`src/rtl/frame_stream_arbiter.sv`:
```
// Frame-granular round-robin arbiter merging NUM_INPUTS AXI-Stream sources onto one output.
// A granted source owns the output until its tlast beat; an idle gap then follows each frame.
//
// state   | meaning
// IDLE    | no grant; picks the next valid source round-robin from last_grant+1
// FORWARD | grant_index owns the output; beats pass straight through
// GAP     | post-frame wait of GAP_CYCLES cycles, all sources held off
module frame_stream_arbiter #(
    parameter int NUM_INPUTS = 2,
    parameter int DATA_WIDTH = 8,
    parameter int GAP_CYCLES = 20,
    localparam int IDX_W = $clog2(NUM_INPUTS)
) (
    input  logic                             clk,
    input  logic                             rst,
    input  logic [NUM_INPUTS*DATA_WIDTH-1:0] s_axis_tdata,
    input  logic [NUM_INPUTS-1:0]            s_axis_tvalid,
    output logic [NUM_INPUTS-1:0]            s_axis_tready,
    input  logic [NUM_INPUTS-1:0]            s_axis_tlast,
    output logic [DATA_WIDTH-1:0]            m_axis_tdata,
    output logic                             m_axis_tvalid,
    input  logic                             m_axis_tready,
    output logic                             m_axis_tlast,
    output logic                             grant_valid,
    output logic [IDX_W-1:0]                 grant_index,
    output logic                             frame_done
);

    typedef enum logic [1:0] {
        IDLE    = 2'd0,
        FORWARD = 2'd1,
        GAP     = 2'd2
    } state_t;

    localparam int          CW       = IDX_W + 1;
    localparam logic [31:0] GAP_LAST = 32'(GAP_CYCLES - 1);

    state_t           state         = IDLE;
    logic             grant_valid_r = 1'b0;
    logic [IDX_W-1:0] grant_index_r = '0;
    logic [IDX_W-1:0] last_grant    = IDX_W'(NUM_INPUTS - 1);
    logic [31:0]      gap_counter   = '0;
    logic             frame_done_r  = 1'b0;

    logic [IDX_W-1:0] pick;
    logic [CW-1:0]    cand;
    logic             fwd;

    assign grant_valid = grant_valid_r;
    assign grant_index = grant_index_r;
    assign frame_done  = frame_done_r;

    // Walk offsets from farthest to nearest so the nearest requester after last_grant wins.
    always_comb begin
        pick = last_grant;
        cand = '0;
        for (int k = NUM_INPUTS; k >= 1; k--) begin
            cand = CW'(last_grant) + CW'(k);
            if (cand >= CW'(NUM_INPUTS)) begin
                cand = cand - CW'(NUM_INPUTS);
            end
            if (s_axis_tvalid[cand[IDX_W-1:0]]) begin
                pick = cand[IDX_W-1:0];
            end
        end
    end

    // Reset gates the datapath combinationally so an aborted frame moves no further beats.
    assign fwd = (state == FORWARD) && !rst;

    always_comb begin
        m_axis_tdata  = '0;
        m_axis_tvalid = 1'b0;
        m_axis_tlast  = 1'b0;
        s_axis_tready = '0;
        if (fwd) begin
            m_axis_tdata                 = s_axis_tdata[grant_index_r*DATA_WIDTH +: DATA_WIDTH];
            m_axis_tvalid                = s_axis_tvalid[grant_index_r];
            m_axis_tlast                 = s_axis_tlast[grant_index_r];
            s_axis_tready[grant_index_r] = m_axis_tready;
        end
    end

    always_ff @(posedge clk) begin
        if (rst) begin
            state         <= IDLE;
            grant_valid_r <= 1'b0;
            grant_index_r <= '0;
            last_grant    <= IDX_W'(NUM_INPUTS - 1);
            gap_counter   <= '0;
            frame_done_r  <= 1'b0;
        end else begin
            frame_done_r <= 1'b0;
            case (state)
                IDLE: begin
                    if (|s_axis_tvalid) begin
                        grant_index_r <= pick;
                        grant_valid_r <= 1'b1;
                        state         <= FORWARD;
                    end
                end
                FORWARD: begin
                    if (m_axis_tvalid && m_axis_tready && m_axis_tlast) begin
                        last_grant    <= grant_index_r;
                        grant_valid_r <= 1'b0;
                        frame_done_r  <= 1'b1;
                        gap_counter   <= '0;
                        state         <= (GAP_CYCLES == 0) ? IDLE : GAP;
                    end
                end
                GAP: begin
                    gap_counter <= gap_counter + 32'd1;
                    if (gap_counter == GAP_LAST) begin
                        state <= IDLE;
                    end
                end
                default: begin
                    state         <= IDLE;
                    grant_valid_r <= 1'b0;
                end
            endcase
        end
    end

endmodule

```
`config.mk`:
```
export PLATFORM = sky130hd
export DESIGN_NAME = frame_stream_arbiter
export DESIGN_NICKNAME = d
export VERILOG_FILES = /design/src/rtl/frame_stream_arbiter.sv
export SDC_FILE = /design/constraint.sdc
export NUM_CORES = 1
export LEC_CHECK = 0
export CAP_MARGIN = 20
export CORE_AREA = 2 2 65 67
export CTS_CLUSTER_DIAMETER = 60
export DETAILED_ROUTE_END_ITERATION = 6
export DIE_AREA = 0 0 67 69
export PLACE_DENSITY = 0.8
export SLEW_MARGIN = 20
export SYNTH_ARGS = -nofsm -noshare
export SYNTH_HDL_FRONTEND = slang
export SYNTH_SLANG_ARGS = --single-unit
export TNS_END_PERCENT = 20
```
`constraint.sdc`:
```
create_clock -name clk -period 2.9 [get_ports clk]
set_input_delay 0.29 -clock clk [delete_from_list [all_inputs] [get_ports clk]]
set_output_delay 0.29 -clock clk [all_outputs]
set_load 0.02 [all_outputs]
```
# After elaboration in Yosys (flattened, before gate mapping)
# Index checks and enable logic that the tools add are counted.
# Widths: inputs -> output; s select.
# op_classes
n_addsub	5
n_lt_le_gt_ge	6
eq_ne	6
shifts	1
n_mux	28
n_bitwise	3
reduce_logical	14
# op_table
op	n
$pmux 32 s2	1
$add 32x1->32 const B	1
$eq 32x5->1 const B	1
$mux 32	1
$mux 1	18
$shiftx 16x5->8	1
$mux 2	4
$mux 8	1
$lt 1x2->1 const B	3
$pmux 2 s3	1
$reduce_and 2->1	3
$reduce_and 3->1	2
$ge 2x2->1 const B	2
$logic_and 1x1->1	4
$ne 2x2->1 const B	2
$reduce_or 2->1	2
$pmux 1 s3	1
$add 1x1->2 const B	1
$add 1x2->2 const B	1
$and 2x2->2	1
$eq 2x1->1 const B	1
$eq 2x2->1 const B	1
$logic_not 2->1	1
$ne 2x1->1 const B	1
6 further kinds	8
# word_totals
register_bits	38
out_inout_bits	15
elab_cells	69

# Longest topological paths before layout
# Gate-level depths: netlist of run 1.
# depth
ltp_word	7
depth_mapped	8
ltp_nobuf	5

# Worst setup path after synthesis of run 1
# Ideal clock, no wire load.
# synth_path
path_type	register -> output
start	reg grant_index_r, in the netlist grant_index
end	out m_axis_tdata[0]
arrival_time_ns	1.354
required_ns	2.610
slack_ns	1.256
path_stages_with_launch	4
cell_sequence	dfxtp_1 -> buf_1 -> mux2i_1 -> nor2_1
# synth_between
elab_chain_cells	2
# synth_lines
item	line	rtl
start, declared	40	logic [IDX_W-1:0] grant_index_r = '0;
start signal, assigned	97	grant_index_r <= pick;
$shiftx 16x5->8	77	m_axis_tdata = s_axis_tdata[grant_index_r*DATA_WIDTH +: DATA_WIDTH];
$mux 8	76	if (fwd) begin
end, declared	20	output logic [DATA_WIDTH-1:0] m_axis_tdata,
# Every way passes these cells.

# Worst setup path after layout of run 1
# layout_path
start	in rst
end	out s_axis_tready[1]
# layout_between
elab_chain_cells	3
# layout_lines
item	line	rtl
start, declared	15	input logic rst,
$logic_not 1->1	69	assign fwd = (state == FORWARD) && !rst;
$logic_and 1x1->1	69	
$mux 2	76	
end, declared	18	output logic [NUM_INPUTS-1:0] s_axis_tready,
# Every way passes these cells.

==> results of run 1 <==
-- power by group through the flow --
stage / clock network (uW) / registers (uW) / logic (uW)
after floorplan: 0 / 544 / 55.1
after global placement: 0 / 544 / 112
after detailed placement: 0 / 544 / 112
after CTS: 363 / 532 / 113
after global routing: 384 / 533 / 121
final: 358 / 532 / 112
-- area by class of cell --
class	instances	area share [%]
tap	50	2.43
inverter	3	0.438
clock buffer	6	3.21
timing repair buffer	41	15.6
multi-input combinational	194	48.7
sequential	38	29.6
-- layout by cell type, fill, tap and decap left out, types with 9 or more instances in the layout --
master	count
nand2_1	15
o311ai_0	11
or4_1	11
dfxtp_1	38
nand4_1	11
o211ai_1	9
clkdlybuf4s50_1	37
nor2_1	13
mux2i_1	11
nand3_1	16
a21oi_1	30
-- routing by layer --
layer / share of wire, % / vias to the layer above
li1: - / 1036
met1: 48 / 998
met3: 4.8 / 4
met4: 0.75 / 0
met5: 0 / -
met2: 47 / 48
-- metrics by stage --
step	cells	util, %	setup slack (ps)	total power (uW)	hold slack [ps]
global placement	326	63.6	708	656	485
CTS	332	65.7	676	1010	509
floorplan	251	-	1260	599	435
finish	332	65.7	692	1000	510
detailed placement	326	63.6	671	656	492
global route	332	65.7	538	1040	531
-- cells by family (layout without fill, tap and decap cells) --
kind of cell	Yosys count	count (layout)	synth area share, %
buf+inv	19	50	4.62
fa+ha+maj	1	1	0.593
compound gates	59	59	18.1
mux	13	13	6.28
flops	38	38	36.0
simple gates	120	120	33.9
xor+xnor	1	1	0.415
-- flip-flops by register name, summed over array words and instances (netlist names) --
signal       flops
frame_done       1
gap_counter     32
grant_index      1
grant_valid      1
last_grant       1
state            2
-- critical path, stage by stage --
cell             delay, ps
clkdlybuf4s50_1        440
nor4bb_1               380
and2_1                 200
clkdlybuf4s50_1        600
-- how the worst max path moves through the flow --
stage                     slack (ps)               end   startpoint
final                            690  s_axis_tready[1]          rst
after global routing             540  s_axis_tready[0]     state[0]
after CTS                        680   m_axis_tdata[3]          rst
after detailed placement         670   m_axis_tdata[3]          rst
after global placement           710  s_axis_tready[1]          rst
after floorplan                 1260   m_axis_tdata[0]  grant_index
==> key figures, run 1 <==
Hold path
  – Hold EP: grant_valid
  – Worst Hold Launch: grant_valid
  – Worst hold path class: reg -> reg
  – Hold depth: 2

STA
  – Clk_skew: between 3 and 4 ps
  – Least-Margin Pin Slew: 409 ps
  – Final Setup Violations: 0
  – Hold Vio Cnt, Final: 0
  – Final worst path period share: between 70% and 80%
  – Post-route minimum period: between 2000 and 2500 ps
  – Max_slew headroom: 72.7%
  – Final Max Slew Viols: 0
  – Final setup TNS: 0 ps
  – Fmax achieved: 453 MHz
  – RSZ-0062 raised after global routing: false

Routing
  – Final ANT Viol Nets: 0
  – DRC viols: 0
  – Post-DR wirelength/cell: 14.4 um
  – Initial drt markers: between 100 and 150
  – DRT Wirelength: roughly 4800 um
  – Vias per cell: 6.28
  – Via count: 2086
  – First-pass iteration count of the detailed router: 4

Synthesis
  – Synth top area cells: dfxtp_1, a21oi_1, mux2i_1, o311ai_0, or4_1
  – Synth top area share: between 30% and 40%
  – Count leader, synth: dfxtp_1
  – Post-synthesis register bit count: 38
  – Post-synthesis instance total: 251
  – Area leader, netlist: dfxtp_1
  – Synthesized net count: 275
  – Ys flop type: dfxtp_1
  – Netlist cell types: 42
  – Avg Cell Area, Syn: 8.41 um^2
  – Async S/R FF share, synth: 0%
  – Warnings from Yosys: 0
  – Sequential area share after synthesis: 36.0%
  – Top post-synthesis cells by count: dfxtp_1, a21oi_1, nand3_1
  – Post-synth EDFFs: 0
  – Mapped cell area: 2110 um^2

Clocking
  – Total setup buffers inserted after CTS: 0
  – Post-CTS sizing: 0
  – Worst-path clk slew: roughly 70 ps
  – Clock Path Buffers: 2
  – CTS H-tree depth: 2
  – CTS tree: done
  – Clock buffer count from CTS: 5
  – Skew-Pair Late Insertion Delay: 280 ps
  – # hold bufs at CTS: 0
  – Root Driver: clkbuf_8
  – Sink Count: 38

Power
  – Seq pwr share: 53.1%
  – Pleak: 0.000811 uW
  – Combinational group share of total power: 11.2%
  – Clock share of power: about 36%
  – Switching part of the total power: around 23%
  – Internal power: 773 uW
  – VDD IR max: 0.000279 V
  – Pwr dens: 390 nW/um^2
  – Switch Pwr: 229 uW

Global routing
  – Initial antenna violation count: 0
  – GR Layer Usage met1: 28.8%
  – GRT Total Usage: 21.4%
  – GR Util met3: between 5 and 6%
  – Pin count of the biggest net entering global routing: 40
  – First-pass GRT wire length: ~8000 um
  – GR peak layer: met2
  – Number of global-route vias before repair: 1854
  – Grt ovf: 0
  – Met2 global-route usage: roughly a third

Place
  – Final HPWL DP: 3230 um
  – Placed inst area: 2490 um^2
  – Routability cong.: just over 0.8
  – Port Buf Inserts: 37

Critical path
  – R2r setup slk: 890 ps
  – CP Capture Type: output port
  – Crit-path max FO: 3
  – Worst path required time: 2610 ps
  – Reg2Reg Depth: 4
  – CP Launch Type: input port
  – Crit path DAT: between 1500 and 2000 ps
  – Reg2reg end: gap_counter[24]
  – RR Startpoint: state[1]
  – CP Class: in -> out

Layout
  – FILL cells: ~340
  – ANT cells: 0
  – Area grow syn2layout: 21.8%
  – Final instance area: 2570 um^2
  – Register area: 761 um^2
  – Share of layout cells above drive strength 1: 8.51%
  – Multi-input logic area: ~1300 um^2
  – Layout Nets: 307

Flow run
  – Max Cap Violations: 0

Status
  – Status: completed

Die
  – Site Rows: 23
  – Core area: slightly below 4000 um^2
  – Die area: 4620 um^2
  – Initial core utilization: a little over half
  – Die width: about 67 um
  – # IOs: 38
  – Die height: 69 um
Note: power is estimated with default switching activity, not from simulation.
==> run 2: changes to the inputs <==
--- a/config.mk
+++ b/config.mk
@@ -6,11 +6,11 @@
 export NUM_CORES = 1
 export LEC_CHECK = 0
 export CAP_MARGIN = 20
-export CORE_AREA = 2 2 65 67
+export CORE_AREA = 2 2 67 69
 export CTS_CLUSTER_DIAMETER = 60
 export DETAILED_ROUTE_END_ITERATION = 6
-export DIE_AREA = 0 0 67 69
-export PLACE_DENSITY = 0.8
+export DIE_AREA = 0 0 69 71
+export PLACE_DENSITY = 0.76
 export SLEW_MARGIN = 20
 export SYNTH_ARGS = -nofsm -noshare
 export SYNTH_HDL_FRONTEND = slang
==> constraint.sdc (replaced) <==
create_clock -name clk -period 2.1 [get_ports clk]
set_input_delay 0.21 -clock clk [delete_from_list [all_inputs] [get_ports clk]]
set_output_delay 0.21 -clock clk [all_outputs]
set_load 0.02 [all_outputs]
==> run 2 against run 1 <==
Effect of this change:
- clock skew increased by 1.7 ps
- routed wire length is 5.7% higher
- total power rose by 39%
- largest cell class unchanged
- highest routed layer unchanged
- sequential share of layout area fell by 0.87 points
- sequential power rose by 38%
- global-route usage rose by 0.27 points
- non-clock buffer count grew 6
- utilization fell by 2.6 points
- critical endpoint is now m_axis_tlast
==> key figures, run 2 (synthesized netlist as in run 1, its figures left out) <==
Status
  – Status: completed

Routing
  – DRT Wirelength: 5070 um (+5.7%)
  – Via count: 2081 (-0.24%)
  – Initial drt markers: 111 (-24%)
  – Final ANT Viol Nets: 0 (unchanged)
  – DRC viols: 0 (unchanged)
  – Post-DR wirelength/cell: 14.9 um (+3.2%)
  – Vias per cell: 6.12 (-2.6%)
  – First-pass iteration count of the detailed router: 4 (unchanged)

Layout
  – Layout Nets: 313 (+2.0%)
  – Most frequent cells in the layout: dfxtp_1, clkdlybuf4s50_1, a21oi_1, nand3_1, nand2_1
  – Max reg flops: 32 (unchanged)
  – FILL cells: 372 (+8.5%)
  – Top reg by flops: gap_counter
  – Largest regs: gap_counter x32, state x2
  – Share of layout cells above drive strength 1: 11.5% (+2.9 points)
  – Non-filler cells, final: 340 (+2.4%)
  – Most common cell after layout, fill and taps aside: dfxtp_1
  – Final instance area: 2650 um^2 (+3.2%)
  – ANT cells: 0 (unchanged)
  – Area grow syn2layout: 25.7%

Die
  – Site Rows: 24 (+4.3%)
  – Die width: 69 um (+3.0%)
  – Initial core utilization: 50.2% (-3.7 points)
  – Die height: 71 um (+2.9%)
  – Core area: 4200 um^2 (+7.4%)
  – # IOs: 38 (unchanged)
  – Die area: 4900 um^2 (+6.0%)

Global routing
  – Grt ovf: 0 (unchanged)
  – First-pass GRT wire length: 8690 um (+8.6%)
  – Initial antenna violation count: 0 (unchanged)
  – GRT Total Usage: 21.6% (+0.27 points)
  – Number of global-route vias before repair: 1969 (+6.2%)
  – Pin count of the biggest net entering global routing: 40 (unchanged)

Place
  – Final HPWL DP: 3510 um (+8.6%)
  – Routability cong.: 0.754 (-6.3%)
  – Placed inst area: 2560 um^2 (+2.9%)
  – Post-place setup slack: 8.30 ps (-662 ps)
  – Placed insts: 334 (+2.5%)
  – Port Buf Inserts: 37 (unchanged)

STA
  – Hold Vio Cnt, Final: 0 (unchanged)
  – Final hold slack: 500 ps (-10.5 ps)
  – Post-route minimum period: 2030 ps
  – Final setup TNS: 0 ps (unchanged)
  – Final Setup Violations: 0 (unchanged)
  – Final worst path period share: 96.7%
  – RSZ-0062 raised after global routing: false
  – Max_slew headroom: 73.2% (+0.50 points)
  – Clk_skew: 5.20 ps (+1.68 ps)
  – Fmax achieved: 492 MHz
  – Final WS setup: 68.6 ps (-623 ps)
  – Least-Margin Pin Slew: 402 ps (-6.31 ps)
  – Final Max Slew Viols: 0 (unchanged)

Critical path
  – CP Launch Type: flop
  – Crit path capture: m_axis_tlast
  – Crit path DAT: 1820 ps (-100 ps)
  – Reg2Reg Depth: 4 (unchanged)
  – Crit. Startpoint: state[1]
  – R2r setup slk: 240 ps (-650 ps)
  – CP Class: reg -> out
  – RR Startpoint: gap_counter[15]
  – CP Capture Type: output port
  – Worst path required time: 1890 ps (-720 ps)
  – Reg2reg end: gap_counter[24]
  – Crit-path max FO: 8 (+5)

Clocking
  – Clock buffer count from CTS: 5 (unchanged)
  – # hold bufs at CTS: 0 (unchanged)
  – Clock Path Buffers: 2 (unchanged)
  – Root Driver: clkbuf_8
  – Skew-Pair Late Insertion Delay: 290 ps (about the same)
  – Worst-path clk slew: 70 ps (about the same)
  – Sink Count: 38 (unchanged)
  – CTS tree: done
  – CTS H-tree depth: 2 (unchanged)

Power
  – Switching part of the total power: 23.2% (+0.34 points)
  – Pleak: 0.000880 uW (+8.4%)
  – Clock share of power: 35.6% (about the same)
  – Seq pwr share: 52.5% (-0.6 points)
  – Pwr dens: 526 nW/um^2 (+35%)
  – Switch Pwr: 324 uW (+41%)
  – VDD IR max: 0.000295 V (+6.0%)
  – Internal power: 1070 uW (+39%)
  – Combinational group share of total power: 11.9% (+0.7 points)

Hold path
  – Hold depth: 2 (unchanged)
  – Worst hold path class: reg -> reg

Flow run
  – Max Cap Violations: 0 (unchanged)
==> run 2: worst min path at each step <==
stage	from	to	slack, ps
floorplan	s_axis_tvalid[1]	state[0]	350
global placement	gap_counter[1]	gap_counter[1]	480
detailed placement	gap_counter[1]	gap_counter[1]	490
CTS	gap_counter[1]	gap_counter[1]	500
global route	gap_counter[1]	gap_counter[1]	530
finish	gap_counter[1]	gap_counter[1]	500
==> run 2: stage by stage <==
stage	utilization (%)	power, uW
after detailed placement	60.9	915
after floorplan	-	828
final	63.1	1400
after CTS	63.0	1410
after global routing	63.1	1450
after global placement	60.9	913
==> run 2: power by group through the flow <==
| stage | clock network, uW | registers (uW) | logic [uW] |
|---|---|---|---|
| finish | 497 | 734 | 166 |
| global route | 534 | 734 | 179 |
| CTS | 513 | 733 | 166 |
| detailed placement | 0 | 750 | 165 |
| global placement | 0 | 750 | 163 |
| floorplan | 0 | 751 | 76.0 |
==> run 2: metal layers <==
layer | share of wire [%] | routed length [um] | vias up | GRT usage [%]
li1 | - | - | 1048 | -
met2 | 47 | 2370 | 47 | 36.6
met3 | 6.0 | 303 | 9 | 6.55
met4 | 1.7 | 87 | 0 | 8.71
met5 | 0 | 0 | - | 0
met1 | 46 | 2310 | 977 | 25.7
==> run 2: cell type report <==
type                    instances  area [um^2]  area share, %
repair buffers                 47          470           17.7
flip-flops and latches         38          762           28.7
well taps                      52         65.1           2.45
clock buffers                   6         82.6           3.11
inverters                       3         11.3          0.425
multi-input cells             194         1260           47.5
==> run 2: worst max-delay path: stages (launching register included) <==
cell	delay, ps
dfxtp_1	390
nor2_1	190
buf_4	150
and3_1	180
clkdlybuf4s50_1	610
==> run 2: repair_timing <==
item	in CTS	in global routing
setup endpoints to repair	5	7
pin swaps	0	0
setup buffers	0	0
resized for setup	4	2
